File: src/rtl/booth_mul_arbiter.sv
// booth_mul_arbiter: shares one booth_top multiplier between NREQ requesters.
// A round-robin arbiter picks one pending requester, the block latches its operands,
// writes them into the multiplier, holds start until done (or timeout), returns the
// product to that requester only, then waits for done to clear before the next job.
//
// Ports
//   clk_i         rising-edge clock
//   rst_i         synchronous active-high reset
//   req_valid_i   per-requester job pending, held until req_ready_o
//   req_a_i       operand A of requester i at [i*W +: W]
//   req_b_i       operand B of requester i at [i*W +: W]
//   req_ready_o   one-hot grant, operands captured on this cycle
//   rsp_valid_o   one-hot 1-cycle completion pulse
//   rsp_result_o  2*W product, valid with rsp_valid_o
//   rsp_err_o     timeout flag, valid with rsp_valid_o
//   busy_o        high whenever a job is in flight
//   mul_a_o       to booth_top.A
//   mul_b_o       to booth_top.B
//   mul_awrite_o  to booth_top.Awrite
//   mul_bwrite_o  to booth_top.Bwrite
//   mul_start_o   to booth_top.start (level)
//   mul_done_i    from booth_top.done (level or pulse)
//   mul_result_i  from booth_top.Result
module booth_mul_arbiter #(
  parameter int unsigned NREQ     = 4,
  parameter int unsigned W        = 8,
  parameter int unsigned LOAD_CYC = 2,
  parameter int unsigned TIMEOUT  = 64
) (
  input  logic              clk_i,
  input  logic              rst_i,
  input  logic [NREQ-1:0]   req_valid_i,
  input  logic [NREQ*W-1:0] req_a_i,
  input  logic [NREQ*W-1:0] req_b_i,
  output logic [NREQ-1:0]   req_ready_o,
  output logic [NREQ-1:0]   rsp_valid_o,
  output logic [2*W-1:0]    rsp_result_o,
  output logic              rsp_err_o,
  output logic              busy_o,
  output logic [W-1:0]      mul_a_o,
  output logic [W-1:0]      mul_b_o,
  output logic              mul_awrite_o,
  output logic              mul_bwrite_o,
  output logic              mul_start_o,
  input  logic              mul_done_i,
  input  logic [2*W-1:0]    mul_result_i
);

  localparam int unsigned IdxW   = (NREQ > 1) ? $clog2(NREQ) : 1;
  localparam int unsigned CntMax = (TIMEOUT > LOAD_CYC) ? TIMEOUT : LOAD_CYC;
  localparam int unsigned CntW   = $clog2(CntMax + 1);
  localparam logic [CntW-1:0] LoadLast    = CntW'(LOAD_CYC - 1);
  localparam logic [CntW-1:0] TimeoutLast = CntW'(TIMEOUT - 1);

  typedef enum logic [2:0] {StIdle, StLoad, StRun, StResp, StClear} state_e;

  state_e            state_q, state_d;
  logic [CntW-1:0]   cnt_q, cnt_d;
  logic [IdxW-1:0]   rr_ptr_q, rr_ptr_d;
  logic [IdxW-1:0]   owner_q, owner_d;
  logic [W-1:0]      a_q, a_d;
  logic [W-1:0]      b_q, b_d;
  logic [2*W-1:0]    result_q, result_d;
  logic              err_q, err_d;

  logic              gnt_found;
  logic [IdxW-1:0]   gnt_idx;

  // Round-robin pick: first valid index after rr_ptr_q, wrapping modulo NREQ.
  // Grants are suppressed while reset is asserted so a grant is never lost.
  always_comb begin : p_arb
    int unsigned cand;
    gnt_found = 1'b0;
    gnt_idx   = '0;
    cand      = 0;
    for (int unsigned off = 1; off <= NREQ; off++) begin
      cand = (int'(rr_ptr_q) + off) % NREQ;
      if (!gnt_found && req_valid_i[IdxW'(cand)]) begin
        gnt_found = 1'b1;
        gnt_idx   = IdxW'(cand);
      end
    end
    if (rst_i || state_q != StIdle) begin
      gnt_found = 1'b0;
    end
  end

  always_comb begin : p_next
    state_d  = state_q;
    cnt_d    = cnt_q;
    rr_ptr_d = rr_ptr_q;
    owner_d  = owner_q;
    a_d      = a_q;
    b_d      = b_q;
    result_d = result_q;
    err_d    = err_q;
    unique case (state_q)
      StIdle: begin
        if (gnt_found) begin
          a_d      = req_a_i[gnt_idx*W +: W];
          b_d      = req_b_i[gnt_idx*W +: W];
          rr_ptr_d = gnt_idx;
          owner_d  = gnt_idx;
          cnt_d    = '0;
          state_d  = StLoad;
        end
      end
      StLoad: begin
        if (cnt_q == LoadLast) begin
          cnt_d   = '0;
          state_d = StRun;
        end else begin
          cnt_d = cnt_q + CntW'(1);
        end
      end
      StRun: begin
        // done has priority over a coincident timeout
        if (mul_done_i) begin
          result_d = mul_result_i;
          err_d    = 1'b0;
          cnt_d    = '0;
          state_d  = StResp;
        end else if (cnt_q == TimeoutLast) begin
          result_d = '0;
          err_d    = 1'b1;
          cnt_d    = '0;
          state_d  = StResp;
        end else begin
          cnt_d = cnt_q + CntW'(1);
        end
      end
      StResp: begin
        cnt_d   = '0;
        state_d = StClear;
      end
      StClear: begin
        // A level-held done must drop before the next job can start.
        if (!mul_done_i || cnt_q == TimeoutLast) begin
          cnt_d   = '0;
          state_d = StIdle;
        end else begin
          cnt_d = cnt_q + CntW'(1);
        end
      end
      default: state_d = StIdle;
    endcase
  end

  always_ff @(posedge clk_i) begin
    if (rst_i) begin
      state_q  <= StIdle;
      cnt_q    <= '0;
      rr_ptr_q <= IdxW'(NREQ - 1);
      owner_q  <= '0;
      a_q      <= '0;
      b_q      <= '0;
      result_q <= '0;
      err_q    <= 1'b0;
    end else begin
      state_q  <= state_d;
      cnt_q    <= cnt_d;
      rr_ptr_q <= rr_ptr_d;
      owner_q  <= owner_d;
      a_q      <= a_d;
      b_q      <= b_d;
      result_q <= result_d;
      err_q    <= err_d;
    end
  end

  always_comb begin : p_out
    req_ready_o = '0;
    rsp_valid_o = '0;
    if (gnt_found) begin
      req_ready_o[gnt_idx] = 1'b1;
    end
    if (state_q == StResp) begin
      rsp_valid_o[owner_q] = 1'b1;
    end
    busy_o       = (state_q != StIdle);
    rsp_result_o = (state_q == StResp) ? result_q : '0;
    rsp_err_o    = (state_q == StResp) && err_q;
    mul_a_o      = busy_o ? a_q : '0;
    mul_b_o      = busy_o ? b_q : '0;
    mul_awrite_o = (state_q == StLoad);
    mul_bwrite_o = (state_q == StLoad);
    mul_start_o  = (state_q == StRun);
  end

endmodule
File: config.mk
export PLATFORM = sky130hd
export DESIGN_NAME = booth_mul_arbiter
export DESIGN_NICKNAME = d
export VERILOG_FILES = /design/src/rtl/booth_mul_arbiter.sv
export SDC_FILE = /design/constraint.sdc
export NUM_CORES = 1
export LEC_CHECK = 0
export CAP_MARGIN = 5
export CORE_ASPECT_RATIO = 0.7
export CORE_MARGIN = 2
export CORE_UTILIZATION = 35
export CTS_CLUSTER_SIZE = 10
export DETAILED_ROUTE_END_ITERATION = 16
export PLACE_DENSITY = 0.83
export RECOVER_POWER = 25
export SLEW_MARGIN = 10
export SYNTH_ARGS = -nofsm -noshare
export SYNTH_HDL_FRONTEND = slang
export SYNTH_SLANG_ARGS = --single-unit
File: constraint.sdc
create_clock -name clk_i -period 2 [get_ports clk_i]
set_clock_uncertainty 0.2 [all_clocks]
set_input_delay 0.2 -clock clk_i [delete_from_list [all_inputs] [get_ports clk_i]]
set_output_delay 0.2 -clock clk_i [all_outputs]
set_load 0.05 [all_outputs]
==> metrics.txt <==
status=complete, but fails checks; violated checks=design-rule violations, negative setup slack; Max Freq=0.475 GHz; Tot GR Track Use=23.6%; WL final=11.4 mm; sw frac=42.3%; Layout area overhead=89.3%; CTS tree=yes; Ys Warns=0; Mapped Cells=366; most numerous cell in the Yosys netlist=dfxtp_1; largest net degree at the start of global routing=33; Syn Std Cell Area=2920 um2; CP Capture Type=output pin; CTS Sinks=47; register area share after synthesis=about a third; cts hold-fix bufs=0; initial detailed-routing violation count=between 200 and 300; Setup WS pre-CTS=-399 ps; Post-synth EDFFs=0; Syn Nets=455; share of Yosys cell area claimed by the top area cell type=about a third; hold_ws=271 ps; Rows=27; Max clock buf depth=2; clock latency on the worst-skew pair=roughly 290 ps; DR vias/cell=5.69; most area-hungry cell type in the Yosys netlist=dfxtp_1; dpl hpwl=7.80 mm; arrival time worst endpoint=1700 ps; Detail Route Antenna Nets=0; ANT cells=0; final setup margin=-104 ps; Finished Layout Cells=630; top cells by area, synth=dfxtp_1, mux2i_1, and4_1, nor2_1, and3_1; CTS Buf Count=5; Yosys reg bits=47; die area=9090 um2; Die Span Y=roughly 80 um; I/O Pins=between 100 and 150; Fin. Hold Viols=0; power share of the sequential group=21.7%; Slew HR=approximately 55%; Synth cell types=49; critical path data required time=about 1600 ps; Pwr Density=1180 nW/um2; Filler cells=507; Vias=3583; final period utilization=105%; initial antenna violation count=0; clock-pin slew on the worst setup and hold paths=70 ps; clk root buf=clkbuf_16; H-tree depth=2; Final setup viols=13; TritonRoute pass-1 iters=11; Final min period=roughly 2100 ps; RSZ-0062 raised after global routing=true; placed insts=613; crit path max-delay cell type=or3_4; Main synth FF type=dfxtp_1; Finished Core Util=about 69%; Critical Path Max Stage Delay=~430 ps; drt drc=1; GPL Wtd Cong=0.856; first-pass GRT wire length=approximately 17 mm; combinational share of power=~63%; total grt overflow=0; Internal=3.77 mW; Max FO, Critical Path=4; Mean Syn Cell Area=7.97 um2; Die X-Extent=roughly 110 um; DR WL/cell=about 18 um; Layout Nets=617; P_leak=about 2.3 nW; worst slew pin tran=679 ps; Hold Path Class=flip-flop to flip-flop; asr flop ratio synth=0%; share of cells above drive strength 1=30.6%; Sw Pwr=2.76 mW; worst vdd ir=0.737 mV; clock power share=15.1%; Port Buffers=131; Final Max Slew Viols=0; vias in the first global route=~3500; Top delay family on crit path=simple AND/OR/NAND/NOR gates; critical path cell sequence=nor3_4 -> nand2_4 -> or3_4 -> nor2b_4 -> buf_8; Initial Util=36.6%; Max Cap Viol=0; Bufs and invs on worst path=1; Setup Crit Path Kind=flip-flop to output pin; Commonest cells post-synth=dfxtp_1, nor2_1, nand2_1, and3_1, o21ai_0; CP startpoint kind=flip-flop; Core Area=7970 um2; Design Power=6.54 mW
-- layout by cell type (no fill, tap or decap), types with 3 or more instances in the layout --
cell type,Yosys,layout
a21oi_1,4,4
a22oi_1,16,16
a31oi_1,17,17
and2_1,18,16
and3_1,22,22
and4_1,16,16
buf_12,1,47
buf_4,1,44
buf_6,1,5
clkbuf_16,0,5
clkdlybuf4s50_1,0,82
dfxtp_1,47,38
dfxtp_2,0,8
dlygate4sd2_1,0,4
inv_1,20,20
mux2i_1,16,16
nand2_1,30,26
nand2_2,1,4
nor2_1,37,32
nor2_4,0,4
nor2b_2,0,3
nor2b_4,0,3
nor3_1,5,3
nor4_1,6,4
o211ai_1,7,7
o211ai_2,9,9
o21ai_0,22,22
o32ai_1,4,3
-- layer usage --
metal	global-route usage, %	wire [um]
met5	0	0
met4	7.56	317
met3	5.13	615
met2	43.2	5880
met1	27.7	4630
-- logic make-up after synthesis --
group                      share of synthesized area [%]
and+or+nand+nor                                     30.2
AOI/OAI and AO/OA                                   23.3
buffers and inverters                               7.51
DFF                                                 32.3
muxes                                               5.49
adders and majority gates                          0.858
xor gates and xnor gates                           0.300
-- registers in the layout (all words and copies together), names as in the netlist --
signal / cells
state_q: 3
err_q: 1
result_q: 16
rr_ptr_q: 2
owner_q: 2
cnt_q: 7
a_q: 8
b_q: 8
-- path summary, 6_finish.rpt --
check / startpoint / endpoint / slack (ps) / depth (start not counted)
max: state_q[2] / req_ready_o[1] / -100 / 5
min: a_q[2] / a_q[2] / 270 / 2
max reg2reg: cnt_q[1] / cnt_q[1] / 0 / 8
min reg2reg: a_q[2] / a_q[2] / 270 / 2
-- worst reg2reg max path, stage by stage (launching register included) --
cell       delay (ps)
dfxtp_2           380
ha_4              160
nand3_4           110
o311ai_4          340
buf_4             170
buf_4             100
and3b_1           150
a2bb2oi_1         180
nor2_1             80
-- power groups by stage --
stage               combinational [mW]  clock [mW]  sequential, mW
CTS                               3.90       0.996            1.40
detailed placement                3.77           0            1.40
global route                      4.35        1.05            1.45
global placement                  3.68           0            1.38
finish                            4.13       0.986            1.42
floorplan                         2.14           0            1.36
-- metrics by stage --
step / setup TNS (ps) / area, um2
after floorplan: -312 / 2970
after global routing: -2600 / 5520
final: -951 / 5520
after detailed placement: -7130 / 5070
after CTS: -755 / 5370
after global placement: -4970 / 5070
-- area by class of cell --
type	count	area (um2)	area share, %
multi-input combinational	270	1980	35.8
clock inverter	3	47.5	0.861
sequential	47	955	17.3
clock buffer	5	125	2.27
tap	101	126	2.29
timing repair buffer	184	2210	40.1
inverter	20	75.1	1.36
-- repair_timing --
| item | in CTS | in global routing |
|---|---|---|
| endpoints found under the setup margin | 38 | 62 |
| pin swaps | 7 | 11 |
| gates resized for setup | 24 | 33 |
| buffers inserted | 6 | 4 |
Power figures use the tool's default switching activity.
